### config.mk
export PLATFORM = sky130hd
export DESIGN_NAME = cosine_quad
export DESIGN_NICKNAME = d
export VERILOG_FILES = /design/src/rtl/cosine_quad.sv
export SDC_FILE = /design/constraint.sdc
export NUM_CORES = 1
export LEC_CHECK = 0
export CORE_MARGIN = 2
export CORE_UTILIZATION = 55
export DETAILED_ROUTE_END_ITERATION = 12
export MAX_ROUTING_LAYER = met4
export PLACE_DENSITY = 0.73
export RECOVER_POWER = 50
export SYNTH_ARGS = -nofsm -noshare
export SYNTH_HDL_FRONTEND = slang
export SYNTH_SLANG_ARGS = --single-unit
export TNS_END_PERCENT = 100
### constraint.sdc
create_clock -name clk -period 3.8 [get_ports clk]
set_input_delay 0.76 -clock clk [delete_from_list [all_inputs] [get_ports clk]]
set_output_delay 0.76 -clock clk [all_outputs]
set_load 0.02 [all_outputs]
### src/rtl/cosine_quad.sv
// cosine_quad: pipelined full-wave cos/sin from a folded 65-entry quarter-wave table.
// Define COSINE_INTERP_EN to interpolate linearly between table entries.
module cosine_quad #(
   parameter int FRAC_W = 4,
   localparam int PHASE_W = 8 + FRAC_W
) (
   input  logic               clk,
   input  logic               resetn,
   input  logic [PHASE_W-1:0] phase_in,
   input  logic               in_valid,
   output logic               in_ready,
   output logic signed [8:0]  cos_out,
   output logic signed [8:0]  sin_out,
   output logic               out_valid,
   input  logic               out_ready
);
   localparam int RW = 6 + FRAC_W;
   localparam int FW = (FRAC_W > 0) ? FRAC_W : 1;
   localparam int PW = 8 + FW;
   localparam logic [RW:0] Q = {1'b1, {RW{1'b0}}};
   localparam logic [7:0] T [65] = '{
      8'd255, 8'd255, 8'd255, 8'd254, 8'd254, 8'd253, 8'd252, 8'd251,
      8'd250, 8'd249, 8'd247, 8'd246, 8'd244, 8'd242, 8'd240, 8'd238,
      8'd236, 8'd233, 8'd231, 8'd228, 8'd225, 8'd222, 8'd219, 8'd215,
      8'd212, 8'd208, 8'd205, 8'd201, 8'd197, 8'd193, 8'd189, 8'd185,
      8'd180, 8'd176, 8'd171, 8'd167, 8'd162, 8'd157, 8'd152, 8'd147,
      8'd142, 8'd136, 8'd131, 8'd126, 8'd120, 8'd115, 8'd109, 8'd103,
      8'd98,  8'd92,  8'd86,  8'd80,  8'd74,  8'd68,  8'd62,  8'd56,
      8'd50,  8'd44,  8'd37,  8'd31,  8'd25,  8'd19,  8'd13,  8'd6,
      8'd0};
   logic w_en;
   logic [3:0] r_v;
   logic [PHASE_W-1:0] r_ph;
   logic [1:0] w_q;
   logic [RW:0] w_r;
   assign w_en = !r_v[3] || out_ready;
   assign in_ready = w_en && resetn;
   assign out_valid = r_v[3];
   assign w_q = r_ph[PHASE_W-1 -: 2];
   assign w_r = {1'b0, r_ph[RW-1:0]};
   always_ff @(posedge clk)
      if (!resetn) r_v <= '0;
      else if (w_en) r_v <= {r_v[2:0], in_valid};
   always_ff @(posedge clk)
      if (w_en) r_ph <= phase_in;
   for (genvar c = 0; c < 2; c++) begin : g_ch
      logic [RW:0] w_rr;
      logic [6:0] w_i;
      logic [7:0] w_m, r_a1, r_a2;
      logic r_n1, r_n2;
      logic signed [8:0] r_y;
      // sine reads the reflected quadrant relative to cosine
      assign w_rr = (w_q[0] ^ (c == 1)) ? Q - w_r : w_r;
      assign w_i = w_rr[RW -: 7];
      always_ff @(posedge clk)
         if (w_en) begin
            r_a1 <= T[w_i];
            r_n1 <= (c == 0) ? ^w_q : w_q[1];
            r_a2 <= r_a1;
            r_n2 <= r_n1;
         end
`ifdef COSINE_INTERP_EN
      logic [7:0] r_b1;
      logic [FW-1:0] r_f1;
      logic [PW-1:0] r_p2;
      always_ff @(posedge clk)
         if (w_en) begin
            r_b1 <= T[(w_i == 7'd64) ? 7'd64 : w_i + 7'd1];
            r_f1 <= (FRAC_W > 0) ? w_rr[FW-1:0] : '0;
            r_p2 <= PW'(r_a1 - r_b1) * PW'(r_f1);
         end
      assign w_m = r_a2 - 8'(r_p2 >> FRAC_W);
`else
      logic w_unused;
      assign w_unused = ^w_rr[FW-1:0];
      assign w_m = r_a2;
`endif
      always_ff @(posedge clk)
         if (!resetn) r_y <= '0;
         else if (w_en && r_v[2]) r_y <= r_n2 ? -$signed({1'b0, w_m}) : $signed({1'b0, w_m});
   end
   assign cos_out = g_ch[0].r_y;
   assign sin_out = g_ch[1].r_y;
endmodule

==> results.md, run 1 <==
- Status: completed
- Worst min-delay path endpoint: g_ch[1].r_a2[6]$_DFFE_PN_
- Fraction of the yosys area taken by sequential cells: a little over a third
- Final worst clock skew: ~0.012 ns
- Max FO, Critical Path: 13
- Horizontal die dimension: 101 µm
- Filler Cell Count: a little over 800
- Clk buf depth: 2
- Unrepaired setup endpoints after global routing: no
- Timing-limited maximum frequency: around 0.28 GHz
- Clock-pin slew reported for the worst setup and hold paths after clock tree synthesis: around 0.08 ns
- Classification of the worst setup path: reg2reg
- Leakage: approximately 2.2 nW
- CTS H-tree lvls: 3
- DR DRC count: 0
- Total number of clock tree sinks: 70
- RR Endpoint: g_ch[1].r_a1[3]$_SDFFCE_PP0N_
- Placed Cells: a little over 700
- Launch point of the worst path: r_ph[1]$_DFFE_PN_
- Share of the synthesized area in the top cell type: roughly 28%
- Slowest Stage Delay on Critical Path: roughly 0.65 ns
- Synthesized instance count: just under 600
- DRT Pass-1 Iters: 5
- Mapped Area: just over 0.005 mm²
- Least-Margin Pin Slew: about 1.4 ns
- Maximum Capacitance Violations: 0
- Die height: ~100 µm
- Number of flops mapped to enable cells by yosys: 48
- Startpoint kind of the worst setup timing path: register
- Count of state elements after synthesis: 70
- Final-stage net count: approximately 640
- Number of unique standard cell types used by synthesis: 75
- Area grow syn2layout: 12.7%
- Die outline area: about 0.01 mm²
- CTS tree: yes
- Worst reg2reg path depth: 10
- Ports placed on the boundary: 36
- Reg-to-Reg Start: r_ph[1]$_DFFE_PN_
- Minimum clock period: about 3.6 ns
- Routed wire length: between 10,000 and 15,000 µm
- Synth Warn #: 0
- Biggest area consumer among synthesized cells: edfxtp_1
- Count of non-filler cells in the finished layout: between 700 and 800
- Hold Crit Start: g_ch[1].r_a1[6]$_SDFFCE_PP0N_
- Most used DFF post-synth: edfxtp_1
- Antenna Cells: 0
- Endpoint type of the worst setup path: register
- Number of antenna violations at the first check in global routing: 0
- Count of hold-fix buffers inserted at cts: 0
- Grt ovf: 0
- Number of buffers inserted during clock tree synthesis: 9
- Total setup violations reported at the end of the flow: 0
- Largest cells by area after synthesis: edfxtp_1, dfxtp_1, ha_1, o21ai_0, nand2_1
- Clock insertion delay at the later pin of the skew report: about 0.35 ns
- Fraction of registers with async set or reset after synthesis: 0%
- Min-Delay Path Depth: 0
- Post-Synthesis Mean Instance Area: roughly 9 µm²
- Root Driver: clkbuf_8
- Worst hold path class: reg2reg
- VDD IR-drop max: 211 µV
- Cts repair resizes: 0
- Standard cell with the maximum stage delay on the critical path: or4_1
- Via count of the routed design: approximately 4,800
- Initial standard-cell utilization of the core: between 50% and 60%
- Critical path, cell by cell: or4_1 > buf_4 > a21oi_1 > or2_0 > ha_1 > o21a_1 > a2111o_1 > o21ai_0 > o21ai_0 > a32o_1
- Total power density per cell area: around 380 mW/mm²
- Pin count of the biggest net entering global routing: 56
- Placer's final routability congestion estimate: about 0.95
- Buffers on Ports: 35
- Max-slew headroom at the worst pin: 7.69%
- Detail-routed via count per cell: 6.60
- Vias in the first global route: 4,305
- Average wire per standard cell: approximately 19 µm
- Core region area: 0.00915 mm²
- Accumulated negative setup slack: 0 ns
- First-pass GRT wire length: between 20,000 and 25,000 µm
- Number of design-rule violations left by the first detailed-router iteration: approximately 480
- Arrival time worst endpoint: 3.66 ns
- Fraction of the cycle the final worst path needs: 93.6%
- Most Frequent Cell on Critical Path: o21ai_0
- Number of nets produced by synthesis: roughly 620
- Share of cells above drive strength 1: ~10%
- Count of buffers added by post-CTS timing repair for setup: 0
- Number of hold violations in the final report: 0
- Setup slack of the most critical reg-to-reg path: between 0.2 and 0.25 ns
- Site row count: 35
- Final count of pins violating max slew: 0
- HPWL reported at the end of detailed placement: 9790 µm
- GRT Total Usage: 28.7%
- Required time of the worst setup path: slightly below 4 ns
- Antenna viol nets, final: 0
worst max-delay path: cells and delay by family (launching register included):
kind,cells,cell delay (ns)
buf+inv,1,0.25
simple gates,2,1.06
compound gates,6,1.10
flops,1,0.43
fa+ha+maj,1,0.46
kinds of logic (layout without fill, tap and decap cells):
family / Yosys count / after routing / synth area share, %
and+or+nand+nor: 184 / 184 / 17.5
adders and majority gates: 20 / 20 / 4.85
AOI/OAI and AO/OA: 203 / 203 / 27.5
xor gates and xnor gates: 32 / 32 / 6.45
muxes: 8 / 8 / 1.84
buffers and inverters: 66 / 95 / 5.41
DFF: 70 / 70 / 36.5
cell type report:
type,instances,area [µm²],share of cell area [%]
clock inverters,5,33.8,0.581
well taps,111,139,2.39
clock buffers,11,153,2.63
multi-input cells,447,3000,51.6
inverters,20,80.1,1.38
flip-flops and latches,70,1880,32.4
repair buffers,59,524,9.02
worst max path at each step:
stage	end	slack, ns	cells after the start
3_5_place_dp	g_ch[1].r_a1[3]$_SDFFCE_PP0N_	0.30	10
5_1_grt	g_ch[1].r_a1[3]$_SDFFCE_PP0N_	0.06	10
2_1_floorplan	in_ready	0.27	3
6_report	g_ch[1].r_a1[3]$_SDFFCE_PP0N_	0.24	10
3_3_place_gp	g_ch[1].r_a1[3]$_SDFFCE_PP0N_	0.38	10
4_1_cts	g_ch[1].r_a1[3]$_SDFFCE_PP0N_	0.27	10
synth_stat cells (all sizes together), types with 3 or more instances:
library cell / instances
nand2: 61
o21ai: 51
edfxtp: 48
nor2: 43
a21oi: 41
clkbuf: 29
nor3: 24
dfxtp: 22
ha: 20
xnor2: 19
buf: 17
o211a: 16
inv: 15
o211ai: 15
nand3: 14
xor2: 13
nor4: 12
a31oi: 10
a211oi: 9
a21boi: 6
nand4: 6
nor2b: 6
o22ai: 6
clkinv: 5
mux2i: 5
nand2b: 5
o221ai: 5
o311ai: 5
o31ai: 5
or4: 5
a32o: 4
a221oi: 3
o21a: 3
registers in the layout, indices dropped and copies added (netlist names):
name       count
r_ph          12
g_ch.r_n2      2
g_ch.r_a1     16
cos_out        9
r_v            4
sin_out        9
g_ch.r_a2     16
g_ch.r_n1      2
layout by cell type, fill, tap and decap left out, drive strengths merged, types with 13 or more instances in the layout:
| cell type | synthesis | routed |
|---|---|---|
| a21oi | 41 | 41 |
| dfxtp | 22 | 22 |
| o211a | 16 | 16 |
| clkbuf | 29 | 13 |
| buf | 17 | 22 |
| nand2 | 61 | 61 |
| xnor2 | 19 | 19 |
| xor2 | 13 | 13 |
| clkdlybuf4s50 | 0 | 22 |
| ha | 20 | 20 |
| dlygate4sd3 | 0 | 13 |
| o211ai | 15 | 15 |
| nor3 | 24 | 24 |
| nand3 | 14 | 14 |
| o21ai | 51 | 51 |
| nor2 | 43 | 43 |
| inv | 15 | 15 |
| edfxtp | 48 | 48 |
routing by layer:
metal | track usage, % | up-vias | wire [µm]
met5 | - | - | 0
met4 | 9.17 | 0 | 422
met3 | 4.16 | 46 | 1070
met2 | 46.7 | 254 | 6510
met1 | 37.0 | 2223 | 5720
li1 | - | 2248 | -
per-stage QoR:
stage | instance area (µm²) | utilization, % | total power, mW | hold WS, ns | setup slack (ns)
after floorplan | 5160 | - | 1.48 | 0.400 | 0.273
after global placement | 5630 | 61.5 | 1.65 | 0.402 | 0.378
after detailed placement | 5630 | 61.5 | 1.67 | 0.409 | 0.301
after CTS | 5820 | 63.6 | 2.23 | 0.428 | 0.274
after global routing | 5810 | 63.5 | 2.35 | 0.429 | 0.0596
final | 5810 | 63.5 | 2.23 | 0.425 | 0.244
power breakdown:
group	internal, mW	switching [mW]
sequential	0.935	0.0682
combinational	0.265	0.390
clock	0.276	0.294
(Power assumes the default switching activity.)
==> inputs of run 2 (changes only) <==
- CAP_MARGIN: not set -> 20
- clock period: 3.8 -> 4.2 ns (I/O delays scaled with it)
==> run 2 against run 1 <==
Combinational power down 11%; cell area fell by 0.52%; global-route usage down 0.26 points; die area did not move; maximum frequency down 4.2%; flip-flop and latch count is the same; critical endpoint is now g_ch[0].r_a1[3]$_SDFFCE_PP0N_.
==> results.md, run 2 (synthesis results as in run 1) <==
- Fraction of power consumed by the clock network: ~29%
- Maximum Capacitance Violations: 0
- Internal power: 1.41 mW
- Endpoint type of the worst setup path: register
- Accumulated negative setup slack: 0 ns
- Leakage: approximately 2.2 nW
- Final-stage net count: roughly 630
- First-pass GRT wire length: approximately 22,000 µm
- Core region area: ~0.009 mm²
- Antenna Cells: 0
- Total number of clock tree sinks: 70
- Via count of the routed design: 4,791
- Max FO, Critical Path: 9
- Vias in the first global route: approximately 4,300
- Minimum clock period: around 3.7 ns
- Antenna viol nets, final: 0
- Setup slack of the most critical reg-to-reg path: a little under 0.5 ns
- Status: completed
- Final worst clock skew: between 0.015 and 0.02 ns
- Initial standard-cell utilization of the core: roughly 56%
- Core occupancy in the finished layout: between 60 and 70%
- Min-Delay Path Depth: 0
- Count of non-filler cells in the finished layout: between 700 and 800
- Largest registers in the final layout: g_ch.r_a1: 16 flops, g_ch.r_a2: 16 flops, r_ph: 12 flops
- RR Endpoint: g_ch[0].r_a1[3]$_SDFFCE_PP0N_
- Placed Cells: between 600 and 700
- Hold Worst Slack: 0.421 ns
- Post-Place Setup Slack: around 0.57 ns
- Post-layout worst setup margin: between 0.4 and 0.5 ns
- Met3 wirelength from detailed routing: approximately 1200 µm
- Number of hold violations in the final report: 0
- Sum of routed wire segments on met1: ~6000 µm
- Total setup violations reported at the end of the flow: 0
- Share of cells above drive strength 1: 9.29%
- CTS tree: yes
- Root Driver: clkbuf_8
- Startpoint kind of the worst setup timing path: register
- Switch share: roughly 33%
- Reg-to-Reg Start: r_ph[1]$_DFFE_PN_
- Pin count of the biggest net entering global routing: 55
- Max-slew headroom at the worst pin: between 10% and 20%
- Logic gate share of total power: between 20 and 30%
- Routed wire length: between 10,000 and 15,000 µm
- Worst hold path class: reg2reg
- Number of design-rule violations left by the first detailed-router iteration: slightly below 600
- Buffers on Ports: 35
- Worst min-delay path endpoint: g_ch[0].r_a2[0]$_DFFE_PN_
- Total power density per cell area: 362 mW/mm²
- Area grow syn2layout: 12.1%
- Final count of pins violating max slew: 0
- DRT Pass-1 Iters: 6
- Average wire per standard cell: around 19 µm
- Clk buf depth: 2
- Count of buffers added by post-CTS timing repair for setup: 0
- Classification of the worst setup path: reg2reg
- Unrepaired setup endpoints after global routing: no
- Fraction of the cycle the final worst path needs: about nine tenths
- Number of antenna violations at the first check in global routing: 0
- Filler Cell Count: 764
- Cts repair resizes: 0
- Site row count: 35
- VDD IR-drop max: between 150 and 200 µV
- Die height: slightly above 100 µm
- Net Switching: slightly below 0.7 mW
- Amount of wire on met2 after detailed routing: between 6000 and 7000 µm
- Worst reg2reg path depth: 11
- Placer's final routability congestion estimate: between 0.9 and 1
- Timing-limited maximum frequency: between 0.2 and 0.3 GHz
- Arrival time worst endpoint: 3.80 ns
- CTS H-tree lvls: 3
- Most used cells in the layout excluding fill and tap cells: nand2_1, edfxtp_1, o21ai_0
- Detail-routed via count per cell: ~6.7
- Most frequent standard cell in the layout excluding fill and tap cells: nand2_1
- Clock-pin slew reported for the worst setup and hold paths after clock tree synthesis: approximately 0.080 ns
- Count of hold-fix buffers inserted at cts: 0
- HPWL reported at the end of detailed placement: 9370 µm
- Grt ovf: 0
- Sequential fraction of design power: between 40% and 50%
- Number of buffers inserted during clock tree synthesis: 9
- Horizontal die dimension: a little over 100 µm
- Uppermost metal layer occupied by signal nets: met4
- Clock insertion delay at the later pin of the skew report: 0.35 ns
- GRT Total Usage: around 28%
- Die outline area: about 0.010 mm²
- Required time of the worst setup path: around 4.3 ns
- DR DRC count: 0
- Ports placed on the boundary: 36
- Least-Margin Pin Slew: roughly 1.3 ns
- Hold Crit Start: g_ch[0].r_a1[0]$_SDFFCE_PP0N_
-- run 2: layout make-up --
cell class	instances	area, µm²	share of cell area (%)
well taps	111	139	2.40
flip-flops and latches	70	1880	32.6
multi-input cells	447	3000	51.9
clock inverters	5	61.3	1.06
inverters	20	80.1	1.39
clock buffers	11	163	2.81
repair buffers	50	457	7.90
-- run 2: worst max-delay path by stage --
| stage | startpoint | endpoint | slack [ns] |
|---|---|---|---|
| 2_1_floorplan | out_ready | in_ready | 0.51 |
| 3_3_place_gp | r_ph[1]$_DFFE_PN_ | g_ch[0].r_a1[3]$_SDFFCE_PP0N_ | 0.73 |
| 3_5_place_dp | r_ph[1]$_DFFE_PN_ | g_ch[0].r_a1[3]$_SDFFCE_PP0N_ | 0.57 |
| 4_1_cts | r_ph[1]$_DFFE_PN_ | g_ch[0].r_a1[3]$_SDFFCE_PP0N_ | 0.54 |
| 5_1_grt | r_ph[1]$_DFFE_PN_ | g_ch[0].r_a1[3]$_SDFFCE_PP0N_ | 0.20 |
| 6_report | r_ph[1]$_DFFE_PN_ | g_ch[0].r_a1[3]$_SDFFCE_PP0N_ | 0.49 |
-- run 2: worst max-delay path, cell delays in order, from the launching register on --
cell and delay (ns):
edfxtp_1 0.43, or4_1 0.65, o21ai_2 0.28, xnor2_1 0.34
inv_1 0.31, ha_1 0.31, nor2_1 0.25, o21ai_0 0.14
a21oi_1 0.16, o21ai_0 0.10, a221o_1 0.31, and4b_1 0.18
-- run 2: power groups by stage --
| stage | clock network, mW | registers, mW | logic [mW] |
|---|---|---|---|
| 2_1_floorplan | 0 | 0.904 | 0.432 |
| 3_3_place_gp | 0 | 0.917 | 0.563 |
| 3_5_place_dp | 0 | 0.922 | 0.568 |
| 4_1_cts | 0.618 | 0.907 | 0.572 |
| 5_1_grt | 0.651 | 0.918 | 0.641 |
| 6_report | 0.606 | 0.908 | 0.581 |
-- run 2: stage by stage --
| step | area (µm²) | power [mW] |
|---|---|---|
| floorplan | 5160 | 1.34 |
| global placement | 5560 | 1.48 |
| detailed placement | 5560 | 1.49 |
| CTS | 5790 | 2.10 |
| global route | 5780 | 2.21 |
| finish | 5780 | 2.10 |
-- run 2: per-layer routing --
metal,up-vias,global-route usage [%]
li1,2224,-
met1,2265,37.6
met2,269,43.5
met3,33,5.96
met4,0,10.0
met5,-,-
